[src/rtl/pipe_hazard_ctrl_if.sv]
// rtl/pipe_hazard_ctrl_if.sv - ID-stage issue/hazard bus between pipeline and hazard controller
interface pipe_hazard_ctrl_if #(
    parameter int RW = 3
);
    logic          id_valid;
    logic [2:0]    id_opcode;
    logic [RW-1:0] id_rd;
    logic [RW-1:0] id_rs1;
    logic [RW-1:0] id_rs2;
    logic          flush;
    logic          halt_req;
    logic          stall;
    logic          bubble;
    logic          halt_ack;
    logic          busy;

    modport master (
        output id_valid, id_opcode, id_rd, id_rs1, id_rs2, flush, halt_req,
        input  stall, bubble, halt_ack, busy
    );

    modport slave (
        input  id_valid, id_opcode, id_rd, id_rs1, id_rs2, flush, halt_req,
        output stall, bubble, halt_ack, busy
    );
endinterface

[src/rtl/pipe_hazard_ctrl.sv]
// rtl/pipe_hazard_ctrl.sv - RAW scoreboard issue controller with halt/drain; HAZ_PERF_EN adds perf counters
module pipe_hazard_ctrl #(
    parameter int RW     = 3,
    parameter int WB_LAT = 3
) (
    input  logic                  clk,
    input  logic                  reset,
    pipe_hazard_ctrl_if.slave     hz
`ifdef HAZ_PERF_EN
    ,
    output logic [15:0]           perf_stall_cnt,
    output logic [15:0]           perf_issue_cnt
`endif
);
    typedef enum logic [1:0] {RUN, DRAIN, HALTED} state_t;

    state_t          state;
    state_t          state_nxt;
    logic            run;
    logic            reads;
    logic            writes;
    logic            hazard;
    logic            issue;
    logic [WB_LAT-1:0] sb_v;
    logic [RW-1:0]   sb_rd [WB_LAT];

    always_comb begin
        reads  = 1'b0;
        writes = 1'b0;
        if (hz.id_valid) begin
            case (hz.id_opcode)
                3'b000, 3'b001: begin
                    reads  = 1'b1;
                    writes = 1'b1;
                end
                3'b010:  writes = 1'b1;
                default: ;
            endcase
        end
    end

    // Only older, in-flight entries are compared, so rd==rs of the same op is never a hazard.
    always_comb begin
        hazard = 1'b0;
        for (int i = 0; i < WB_LAT; i++) begin
            if (sb_v[i] && reads && (sb_rd[i] == hz.id_rs1 || sb_rd[i] == hz.id_rs2))
                hazard = 1'b1;
        end
    end

    assign issue     = hz.id_valid & ~hazard & run;
    assign hz.busy   = |sb_v;
    assign hz.stall  = ~run | (hz.id_valid & hazard);
    assign hz.bubble = hz.stall;

    always_ff @(posedge clk) begin
        if (!reset || hz.flush) begin
            sb_v <= '0;
        end else begin
            for (int i = 1; i < WB_LAT; i++)
                sb_v[i] <= sb_v[i-1];
            sb_v[0] <= issue & writes;
        end
    end

    always_ff @(posedge clk) begin
        for (int i = 1; i < WB_LAT; i++)
            sb_rd[i] <= sb_rd[i-1];
        sb_rd[0] <= hz.id_rd;
    end

    always_ff @(posedge clk) begin
        if (!reset)
            state <= RUN;
        else
            state <= state_nxt;
    end

    always_comb begin
        state_nxt = state;
        case (state)
            RUN:     if (hz.halt_req) state_nxt = DRAIN;
            DRAIN: begin
                if (!hz.halt_req)
                    state_nxt = RUN;
                else if (!hz.busy)
                    state_nxt = HALTED;
            end
            HALTED:  if (!hz.halt_req) state_nxt = RUN;
            default: state_nxt = RUN;
        endcase
    end

    always_comb begin
        run         = (state == RUN);
        hz.halt_ack = (state == HALTED);
    end

`ifdef HAZ_PERF_EN
    always_ff @(posedge clk) begin
        if (!reset) begin
            perf_stall_cnt <= '0;
            perf_issue_cnt <= '0;
        end else begin
            if (run && hz.id_valid && hazard && perf_stall_cnt != 16'hFFFF)
                perf_stall_cnt <= perf_stall_cnt + 16'd1;
            if (issue && perf_issue_cnt != 16'hFFFF)
                perf_issue_cnt <= perf_issue_cnt + 16'd1;
        end
    end
`endif
endmodule
[src/flat_wrapper.sv]
// flat-port wrapper written by rule: the top's interface ports become plain ports
module pipe_hazard_ctrl_flat 
#(
    parameter int RW     = 3,
    parameter int WB_LAT = 3
)
  (clk, reset, hz_id_valid, hz_id_opcode, hz_id_rd, hz_id_rs1, hz_id_rs2, hz_flush, hz_halt_req, hz_stall, hz_bubble, hz_halt_ack, hz_busy);
  pipe_hazard_ctrl_if #(.RW(RW)) hz_i ();
  input  logic clk;
  input  logic reset;
  input wire logic [$bits(hz_i.id_valid)-1:0] hz_id_valid;
  input wire logic [$bits(hz_i.id_opcode)-1:0] hz_id_opcode;
  input wire logic [$bits(hz_i.id_rd)-1:0] hz_id_rd;
  input wire logic [$bits(hz_i.id_rs1)-1:0] hz_id_rs1;
  input wire logic [$bits(hz_i.id_rs2)-1:0] hz_id_rs2;
  input wire logic [$bits(hz_i.flush)-1:0] hz_flush;
  input wire logic [$bits(hz_i.halt_req)-1:0] hz_halt_req;
  output wire logic [$bits(hz_i.stall)-1:0] hz_stall;
  output wire logic [$bits(hz_i.bubble)-1:0] hz_bubble;
  output wire logic [$bits(hz_i.halt_ack)-1:0] hz_halt_ack;
  output wire logic [$bits(hz_i.busy)-1:0] hz_busy;
  assign hz_i.id_valid = hz_id_valid;
  assign hz_i.id_opcode = hz_id_opcode;
  assign hz_i.id_rd = hz_id_rd;
  assign hz_i.id_rs1 = hz_id_rs1;
  assign hz_i.id_rs2 = hz_id_rs2;
  assign hz_i.flush = hz_flush;
  assign hz_i.halt_req = hz_halt_req;
  assign hz_stall = hz_i.stall;
  assign hz_bubble = hz_i.bubble;
  assign hz_halt_ack = hz_i.halt_ack;
  assign hz_busy = hz_i.busy;
  pipe_hazard_ctrl #(.RW(RW), .WB_LAT(WB_LAT)) u_core (.clk(clk), .reset(reset), .hz(hz_i));
endmodule
[config.mk]
export PLATFORM = sky130hd
export DESIGN_NAME = pipe_hazard_ctrl_flat
export DESIGN_NICKNAME = d
export VERILOG_FILES = /design/src/rtl/pipe_hazard_ctrl_if.sv /design/src/rtl/pipe_hazard_ctrl.sv /design/src/flat_wrapper.sv
export SDC_FILE = /design/constraint.sdc
export NUM_CORES = 1
export LEC_CHECK = 0
export BUFFER_PORTS_ARGS = -buffer_cell sky130_fd_sc_hd__buf_2
export CORE_MARGIN = 2
export CORE_UTILIZATION = 46
export CTS_BUF_LIST = sky130_fd_sc_hd__clkbuf_16
export DETAILED_ROUTE_END_ITERATION = 7
export PLACE_DENSITY = 0.77
export SETUP_SLACK_MARGIN = 0.5
export SLEW_MARGIN = 25
export SYNTH_ARGS = -nofsm -noshare
export SYNTH_HDL_FRONTEND = slang
export SYNTH_SLANG_ARGS = --single-unit
[constraint.sdc]
create_clock -name clk -period 1.4 [get_ports clk]
set_input_delay 0.07 -clock clk [delete_from_list [all_inputs] [get_ports clk]]
set_output_delay 0.07 -clock clk [all_outputs]
set_load 0.02 [all_outputs]
==> metrics.txt, run 1 <==
Vias 521; Tot GR Track Use 0.2256; violated checks negative setup slack; number of max-cap violations 0; Fill cells 77; Max clock buf depth 2; largest net degree at the start of global routing 9; H-tree lvl count 1; # port buffers 20; Starting Density 0.5173; Ant. Diodes 0; worst min path class in2reg; syn avg cell area 10.14 um2; critical path class reg2out; Period minus WS final 1.511 ns; power density cells 1270 mW/mm2; number of synthesized register bits 14; period utilisation layout 1.080; clock sinks 14; most common cell in the netlist dfxtp_1; Chip Width 40.06 um; Root Buffer clkbuf_16; reg2reg end u_core.sb_v[0]; initial antenna violation count 0; Congestion Overflow GR 0; status finished, violations left; Data arrival, critical path 1.44 ns; final setup fails 2; FF-to-FF path depth 4; I/O pin cnt 21; CTS Buf Count 3; Reg-to-Reg Start u_core.sb_rd[0][0]; Fin Setup TNS -0.2220 ns; warning count from the yosys run 0; Worst Path Max Fanout 3; Core Box Area 0.001156 mm2; Non-Filler Instances 100; fin nets 104; Final HPWL DP 861.1 um; final hold violation count 0; R2R setup slack 0.18 ns; clock-pin slew on the worst setup and hold paths 0.05 ns; Die Footprint 0.001604 mm2; worst relative slew slack 0.7369; Cells after DPL 92; worst vdd ir 1.053 mV; Cell Area, Synth 598.1 um2; Critical path origin u_core.sb_rd[0][0]; GP Congestion 0.7246; kind of end point of the critical path primary output; Initial DRC Count 5; Synth area leaders dfxtp_1 (47%), xnor2_1 (18%), xor2_1 (8.8%); cell count after synthesis 59; ratio of cells with drive above 1 in the final layout 0.4070; Die Height 40.06 um; cell taking the most area after synthesis dfxtp_1; async set-reset flop share out of synthesis 0; drt first pass iters 2; row count 12; post-layout worst setup margin -0.1114 ns; Worst Path Required 1.33 ns; CTS tree done; Worst Setup EP hz_stall; Final Skew 0.006152 ns; fmax 661.7 MHz; mean number of vias per cell 5.210; Post-Syn Nets 76; Distinct cells, synth 20; vias in the first global route 510; Skew-Pair Late Insertion Delay 0.25 ns; Leak 0.3839 nW; top-area cell type share of the netlist area 0.4686; number of synthesized flops with an enable pin 0; Wirelength per Cell 13.35 um; first-pass GRT wire length 2.187 mm; worst-margin pin slew 0.3938 ns; DRC viols 0; post-synthesis sequential area ratio 0.4686; Slew Viols, Final 0; total routed wirelength 1.335 mm; synth cell count leaders dfxtp_1 (14), xnor2_1 (12), xor2_1 (6); RSZ-0062 raised after global routing true; antenna-violating nets left 0; total power 1.113 mW; Main synth FF type dfxtp_1; Layout area overhead 46.44%; Worst Setup Start Kind flop
==> report_power, final <==
part | total (mW) | internal [mW] | switching, mW
logic | 0.133 | 0.0736 | 0.0599
clock network | 0.543 | 0.378 | 0.165
registers | 0.436 | 0.417 | 0.0187
==> worst max-delay path, cell delays in order, from the launching register on <==
cell,delay (ns)
dfxtp_2,0.33
xnor2_1,0.12
nand3_1,0.08
o31ai_1,0.07
a311oi_1,0.32
nand2_1,0.10
buf_2,0.17
==> layer usage <==
metal	global-route usage	wire, um	share of wire	vias up
met2	0.3831	680	0.51	17
li1	-	-	-	257
met1	0.2329	536	0.40	241
met4	0.1379	46	0.034	0
met5	0	0	0	-
met3	0.08333	70	0.052	6
==> metrics by stage <==
| step | utilization | hold slack [ns] | setup slack (ns) | cell area [um2] |
|---|---|---|---|---|
| finish | 0.7576 | 0.09694 | -0.1114 | 875.8 |
| global route | 0.7576 | 0.1386 | -0.1684 | 875.8 |
| CTS | 0.7403 | 0.07901 | -0.07956 | 855.8 |
| detailed placement | 0.6180 | 0.1745 | 0.1697 | 714.4 |
| global placement | 0.6180 | 0.1737 | 0.1920 | 714.4 |
| floorplan | - | 0.09774 | 0.1335 | 608.1 |
==> registers in the layout (all words and copies together), names as in the netlist <==
register and flops:
u_core.sb_v 3, u_core.sb_rd 9, u_core.state 2
==> repair_timing <==
action / in CTS / in global routing
gates resized for setup: 10 / 4
hold endpoints to repair: 3 / 0
setup endpoints to repair: 7 / 6
pin swaps: 4 / 2
buffers inserted: 0 / 1
hold buffers: 3 / 0
==> worst min-delay path by stage <==
stage                startpoint            endpoint  cells after the start
finish              hz_halt_req     u_core.state[0]                      3
global route        hz_halt_req     u_core.state[0]                      3
CTS                 hz_halt_req     u_core.state[0]                      3
detailed placement  hz_id_rd[2]  u_core.sb_rd[0][2]                      1
global placement    hz_id_rd[2]  u_core.sb_rd[0][2]                      1
floorplan           hz_id_rd[0]  u_core.sb_rd[0][0]                      0
==> cell usage in the layout (no fill, tap or decap), drive strengths merged, types with 2 or more instances in the layout <==
cell type,n
o31ai,2
xor2,6
clkbuf,3
nand2,5
buf,21
and2,2
dlygate4sd3,3
dfxtp,14
nand3,4
nor2b,2
xnor2,12
==> layout make-up <==
type                    instances  area, um2  share of cell area
well taps                      14      17.52             0.02000
clock buffers                   3      75.07             0.08571
multi-input cells              43      330.3              0.3771
inverters                       1      3.754            0.004286
flip-flops and latches         14      291.5              0.3329
repair buffers                 24      153.9              0.1757
clock inverters                 1      3.754            0.004286
==> logic make-up (layout without fill, tap and decap cells) <==
family / count (synthesis) / in the layout / synth area share
simple gates: 18 / 18 / 0.1611
xor+xnor: 18 / 18 / 0.2636
buf+inv: 2 / 29 / 0.01883
compound gates: 7 / 7 / 0.08787
flops: 14 / 14 / 0.4686
Power figures use the tool's default switching activity.
==> run 2: changes to the inputs <==
GPL_TIMING_DRIVEN = 0   (was not set)
==> run 2 against run 1 <==
  * Clock power is 0.7% lower
  * First-iteration DRC count stayed put
  * Clock skew decreased by 0.0017 ns
  * The flow still finishes with violations (negative setup slack)
  * Sequential cell count did not move
  * Clock-buffer cell count unchanged
  * Power up 1.8%
  * Worst hold slack worse by 0.0090 ns
  * Global-route usage increased by 1.5 points
  * Sequential power is essentially flat
  * Non-clock buffer count is 2 higher
==> metrics.txt, run 2 (synthesized netlist as in run 1, its figures left out) <==
Core Box Area 0.001156 mm2 (unchanged); CTS Buf Count 3 (unchanged); Root Buffer clkbuf_16; Tot GR Track Use 0.2404 (+0.01484); FF-to-FF path depth 4 (unchanged); worst vdd ir 1.608 mV (+53%); crit-path cells xnor2_1 > nand3_1 > o31ai_2 > a311oi_2 > nand2_1 > buf_6 > buf_6; vias in the first global route 547 (+7.3%); R2R setup slack 0.18 ns (about the same); Hold EP u_core.state[0]; worst-margin pin slew 0.4838 ns (+0.09001 ns); initial antenna violation count 0 (unchanged); clock-pin slew on the worst setup and hold paths 0.04 ns (about the same); worst relative slew slack 0.6768 (-0.06014); Slew Viols, Final 0 (unchanged); max incr delay on CP 0.34 ns (about the same); fin nets 106 (+1.9%); Vias 518 (-0.58%); sequential power share 0.387 (-0.005); violated checks negative setup slack; Worst Path Required 1.33 ns (about the same); worst min path class in2reg; Worst Min Path Start hz_halt_req; Hold Path Depth 3 (unchanged); Data arrival, critical path 1.51 ns (+0.07 ns); post-layout worst setup margin -0.1796 ns (-0.06819 ns); I/O pin cnt 21 (unchanged); mean number of vias per cell 5.078 (-2.5%); GP Congestion 0.7115 (-1.8%); largest reg by FF count u_core.sb_rd; Leak 0.3958 nW (+3.1%); Cells after DPL 93 (+1.1%); row count 12 (unchanged); number of max-cap violations 0 (unchanged); most frequent cells in the layout buf_2 (17), xnor2_1 (12), dfxtp_2 (6), dfxtp_1 (6); Skew-Pair Late Insertion Delay 0.24 ns (about the same); final hold violation count 0 (unchanged); Worst Setup Start Kind flop; Psw 0.2527 mW (+3.6%); drt first pass iters 4 (+2); Non-Filler Instances 102 (+2.0%); Top Registers u_core.sb_rd (9), u_core.sb_v (3), u_core.state (2); Wirelength per Cell 15.20 um (+14%); fmax 633.1 MHz (-4.3%); power density cells 1233 mW/mm2 (-2.9%); Layout area overhead 53.56%; placed cell area 725.7 um2 (+1.6%); total routed wirelength 1.550 mm (+16%); first-pass GRT wire length 2.332 mm (+6.6%); final setup fails 2 (unchanged); Period minus WS final 1.580 ns (+0.06819 ns); H-tree lvl count 1 (unchanged); Max clock buf depth 2 (unchanged); Ant. Diodes 0 (unchanged); Initial DRC Count 5 (unchanged); clock sinks 14 (unchanged); most common cell after layout, fill and taps aside buf_2; ratio of cells with drive above 1 in the final layout 0.4773 (+0.07030); Die Footprint 0.001604 mm2 (unchanged); Die Height 40.06 um (unchanged); internal power 0.8798 mW (+1.3%); Final Skew 0.004419 ns (-0.001732 ns); Worst Path Max Fanout 3 (unchanged); power share of the clock group 0.476 (-0.012); reg2reg end u_core.sb_v[0]; CTS tree done; Reg-to-Reg Start u_core.sb_rd[0][5]; slowest CP cell dfxtp_2; Chip Width 40.06 um (unchanged); Sw Share 0.2231 (+0.003885); RSZ-0062 raised after global routing true; Starting Density 0.5173 (unchanged); largest net degree at the start of global routing 9 (unchanged); # port buffers 20 (unchanged); critical path class reg2out; period utilisation layout 1.128 (+0.04871); Congestion Overflow GR 0 (unchanged); status finished, violations left; Logic pwr share 0.137 (+0.017); DRC viols 0 (unchanged); antenna-violating nets left 0 (unchanged); final instance area 918.4 um2 (+4.9%); crit-path most repeated cell buf_6; Largest register FFs 9 (unchanged); kind of end point of the critical path primary output
## run 2: layout make-up
class / count / area [um2]
inverters: 1 / 3.754
well taps: 14 / 17.52
clock buffers: 3 / 75.07
plain buffers: 1 / 11.26
repair buffers: 25 / 163.9
flip-flops and latches: 14 / 295.3
fillers: 66 / 237.7
clock inverters: 1 / 3.754
multi-input cells: 43 / 347.8
## run 2: routing by layer
metal,up-vias,track usage,part of all wire
li1,257,-,-
met1,242,0.2253,0.38
met2,17,0.4435,0.56
met3,2,0.1056,0.045
met4,0,0.1034,0.014
met5,-,0,0
## run 2: power by group through the flow
stage	combinational [mW]	clock, mW	sequential (mW)
final	0.155	0.539	0.439
after global routing	0.166	0.569	0.440
after CTS	0.148	0.539	0.439
after detailed placement	0.126	0	0.443
after global placement	0.122	0	0.441
after floorplan	0.0776	0	0.440
## run 2: repair_timing
item                       CTS  global route
hold endpoints to repair     3             0
setup buffers                1             1
gates resized for setup     15             5
pin swaps                    5             4
cloned                       0             0
hold buffers                 3             0
setup endpoints to repair    7             6
## run 2: through the flow
step	setup TNS (ns)	setup slack (ns)	total power, mW	util	hold slack, ns
2_1_floorplan	0	0.1335	0.5173	-	0.09774
5_1_grt	-0.4219	-0.2285	1.175	0.7944	0.1164
3_5_place_dp	0	0.02665	0.5689	0.6277	0.1744
3_3_place_gp	0	0.04511	0.5629	0.6277	0.1734
6_report	-0.3234	-0.1796	1.133	0.7944	0.08793
4_1_cts	-0.3391	-0.2045	1.126	0.7695	0.08024
## run 2: how the worst max path moves through the flow
stage	slack (ns)	from	to	cells after the start
after detailed placement	0.03	u_core.sb_rd[0][1]	hz_stall	6
final	-0.18	u_core.sb_rd[0][1]	hz_stall	7
after floorplan	0.13	u_core.sb_rd[0][0]	hz_stall	6
after global placement	0.05	u_core.sb_rd[0][1]	hz_stall	6
after CTS	-0.20	u_core.sb_rd[0][2]	hz_stall	6
after global routing	-0.23	u_core.sb_rd[0][1]	hz_stall	7
## run 2: critical path, delay by kind of cell (launching register included)
family / cells / cell delay (ns)
flops: 1 / 0.34
compound gates: 2 / 0.33
buf+inv: 2 / 0.25
simple gates: 2 / 0.22
xor+xnor: 1 / 0.14
==> run 3: changes to the inputs <==
REMOVE_ABC_BUFFERS = 1   (was not set)
==> run 3 against run 2 <==
  * The run still ends with negative setup slack left
  * Sequential cell count unchanged
  * Die area unchanged
  * Combinational power increased by 6%
  * Worst hold slack improved by 0.0054 ns
  * Register-to-register slack got worse by 0.10 ns
  * Clock power about the same
  * Critical path depth decreased by 2
  * Clock skew decreased by 0.0014 ns
  * Critical endpoint is now hz_bubble
  * Largest cell class unchanged
==> metrics.txt, run 3 (synthesized netlist as in run 1, its figures left out) <==
status finished, violations left; violated checks negative setup slack; worst vdd ir 1.240 mV (-23%); Die Footprint 0.001604 mm2 (unchanged); worst min path class in2reg; I/O pin cnt 21 (unchanged); H-tree lvl count 1 (unchanged); slowest CP cell dfxtp_2; Core Box Area 0.001156 mm2 (unchanged); max incr delay on CP 0.35 ns (about the same); period utilisation layout 1.121 (-0.007480); largest net degree at the start of global routing 9 (unchanged); first-pass GRT wire length 1.738 mm (-25%); Data arrival, critical path 1.50 ns (about the same); row count 12 (unchanged); Congestion Overflow GR 0 (unchanged); Largest register FFs 9 (unchanged); Final Skew 0.003002 ns (-0.001417 ns); Worst Path Required 1.33 ns (about the same); final setup fails 2 (unchanged); vias in the first global route 433 (-21%); Initial DRC Count 4 (-1); DRC viols 0 (unchanged); clock sinks 14 (unchanged); DP Worst Slack 0.1027 ns (+0.07601 ns); Final HPWL DP 812.9 um; Starting Density 0.5173 (unchanged); Cells after DPL 92 (-1.1%); RSZ-0062 raised after global routing true; Worst Setup Start Kind flop; area of the multi-input gates 387.9 um2 (+12%); worst-margin pin slew 0.3958 ns (-0.08806 ns); largest reg by FF count u_core.sb_rd; Non-Filler Instances 101 (-0.98%); Wirelength per Cell 13.53 um (-11%); Worst Path Max Fanout 3 (unchanged); mean number of vias per cell 4.980 (-1.9%); Vias 503 (-2.9%); Slew Viols, Final 0 (unchanged); Skew-Pair Late Insertion Delay 0.24 ns (about the same); power density cells 1189 mW/mm2 (-3.6%); Top Registers u_core.sb_rd (9), u_core.sb_v (3), u_core.state (2); Max clock buf depth 2 (unchanged); most frequent cells in the layout buf_2 (16), xnor2_1 (11), dfxtp_1 (6); initial antenna violation count 0 (unchanged); final hold violation count 0 (unchanged); most common cell after layout, fill and taps aside buf_2; clock-pin slew on the worst setup and hold paths 0.05 ns (about the same); fmax 637.3 MHz (+0.67%); critical path class reg2out; final instance area 959.7 um2 (+4.5%); fin nets 105 (-0.94%); kind of end point of the critical path primary output; Seq. cell area 297.8 um2 (+0.85%); Leak 0.4068 nW (+2.8%); placed cell area 708.2 um2 (-2.4%); CTS Buf Count 3 (unchanged); Layout area overhead 60.46%; Tot GR Track Use 0.1802 (-0.06019); crit-path cells xor2_2 > o31ai_4 > a311oi_2 > nand2_1 > buf_6; # port buffers 20 (unchanged); Period minus WS final 1.569 ns (-0.01047 ns); Chip Width 40.06 um (unchanged); drt first pass iters 4 (unchanged); Fill cells 71 (+7.6%); total routed wirelength 1.367 mm (-12%); worst relative slew slack 0.7356 (+0.05883); Ant. Diodes 0 (unchanged); GP Congestion 0.6636 (-6.7%); post-layout worst setup margin -0.1691 ns (+0.01047 ns); antenna-violating nets left 0 (unchanged); Root Buffer clkbuf_16; CTS tree done; number of max-cap violations 0 (unchanged); ratio of cells with drive above 1 in the final layout 0.5172 (+0.03997); Die Height 40.06 um (unchanged)
-- run 3: cell types whose count changed in the layout (fill, tap and decap cells not counted), sizes merged --
cell,previous run,this run
buf,23,22
-- run 3: per-stage QoR --
step | total power, mW | hold slack [ns] | util | TNS [ns]
2_1_floorplan | 0.5105 | 0.09772 | - | 0
3_3_place_gp | 0.5566 | 0.1733 | 0.6126 | 0
3_5_place_dp | 0.5591 | 0.1741 | 0.6126 | 0
4_1_cts | 1.118 | 0.07444 | 0.7468 | -0.2445
5_1_grt | 1.191 | 0.1032 | 0.8301 | -0.5255
6_report | 1.141 | 0.09330 | 0.8301 | -0.3376
-- run 3: routing by layer --
layer	vias to the layer above	routed length [um]	track usage
li1	250	-	-
met1	230	453	0.1644
met2	19	788	0.3226
met3	4	94	0.1000
met4	0	31	0.07759
met5	-	0	0
-- run 3: repair_timing --
item                       in CTS  in global routing
setup endpoints to repair       6                  7
hold buffers                    3                  0
setup buffers                   1                  1
hold endpoints to repair        3                  0
gates cloned                    0                  0
resized for setup              15                 19
pin swaps                       6                  7
-- run 3: critical path: cells and delay by family, from the launching register on --
kind                      cells  cell delay [ns]
xor gates and xnor gates      1             0.20
DFF                           1             0.35
AOI/OAI and AO/OA             2             0.41
buffers and inverters         1             0.15
and+or+nand+nor               1             0.14
-- run 3: where the power goes --
| part | leakage, nW | switching (mW) | internal, mW | total, mW |
|---|---|---|---|---|
| Combinational | 0.248 | 0.0717 | 0.0925 | 0.164 |
| Sequential | 0.120 | 0.0220 | 0.416 | 0.438 |
| Clock | 0.0385 | 0.162 | 0.377 | 0.539 |
| Total | 0.407 | 0.256 | 0.885 | 1.14 |
-- run 3: worst paths after layout --
kind                           start            endpoint  slack, ns  depth (start not counted)
setup reg to reg  u_core.sb_rd[0][2]      u_core.sb_v[0]       0.08                          5
setup / recovery  u_core.sb_rd[0][2]           hz_bubble      -0.17                          5
hold reg to reg   u_core.sb_rd[0][2]  u_core.sb_rd[0][5]       0.39                          0
hold / removal           hz_halt_req     u_core.state[0]       0.09                          3
-- run 3: cell type report --
| class | count | area share |
|---|---|---|
| multi-input cells | 43 | 0.4042 |
| flip-flops and latches | 14 | 0.3103 |
| repair buffers | 25 | 0.1812 |
| clock buffers | 3 | 0.07823 |
| well taps | 14 | 0.01825 |
| clock inverters | 1 | 0.003911 |
| inverters | 1 | 0.003911 |
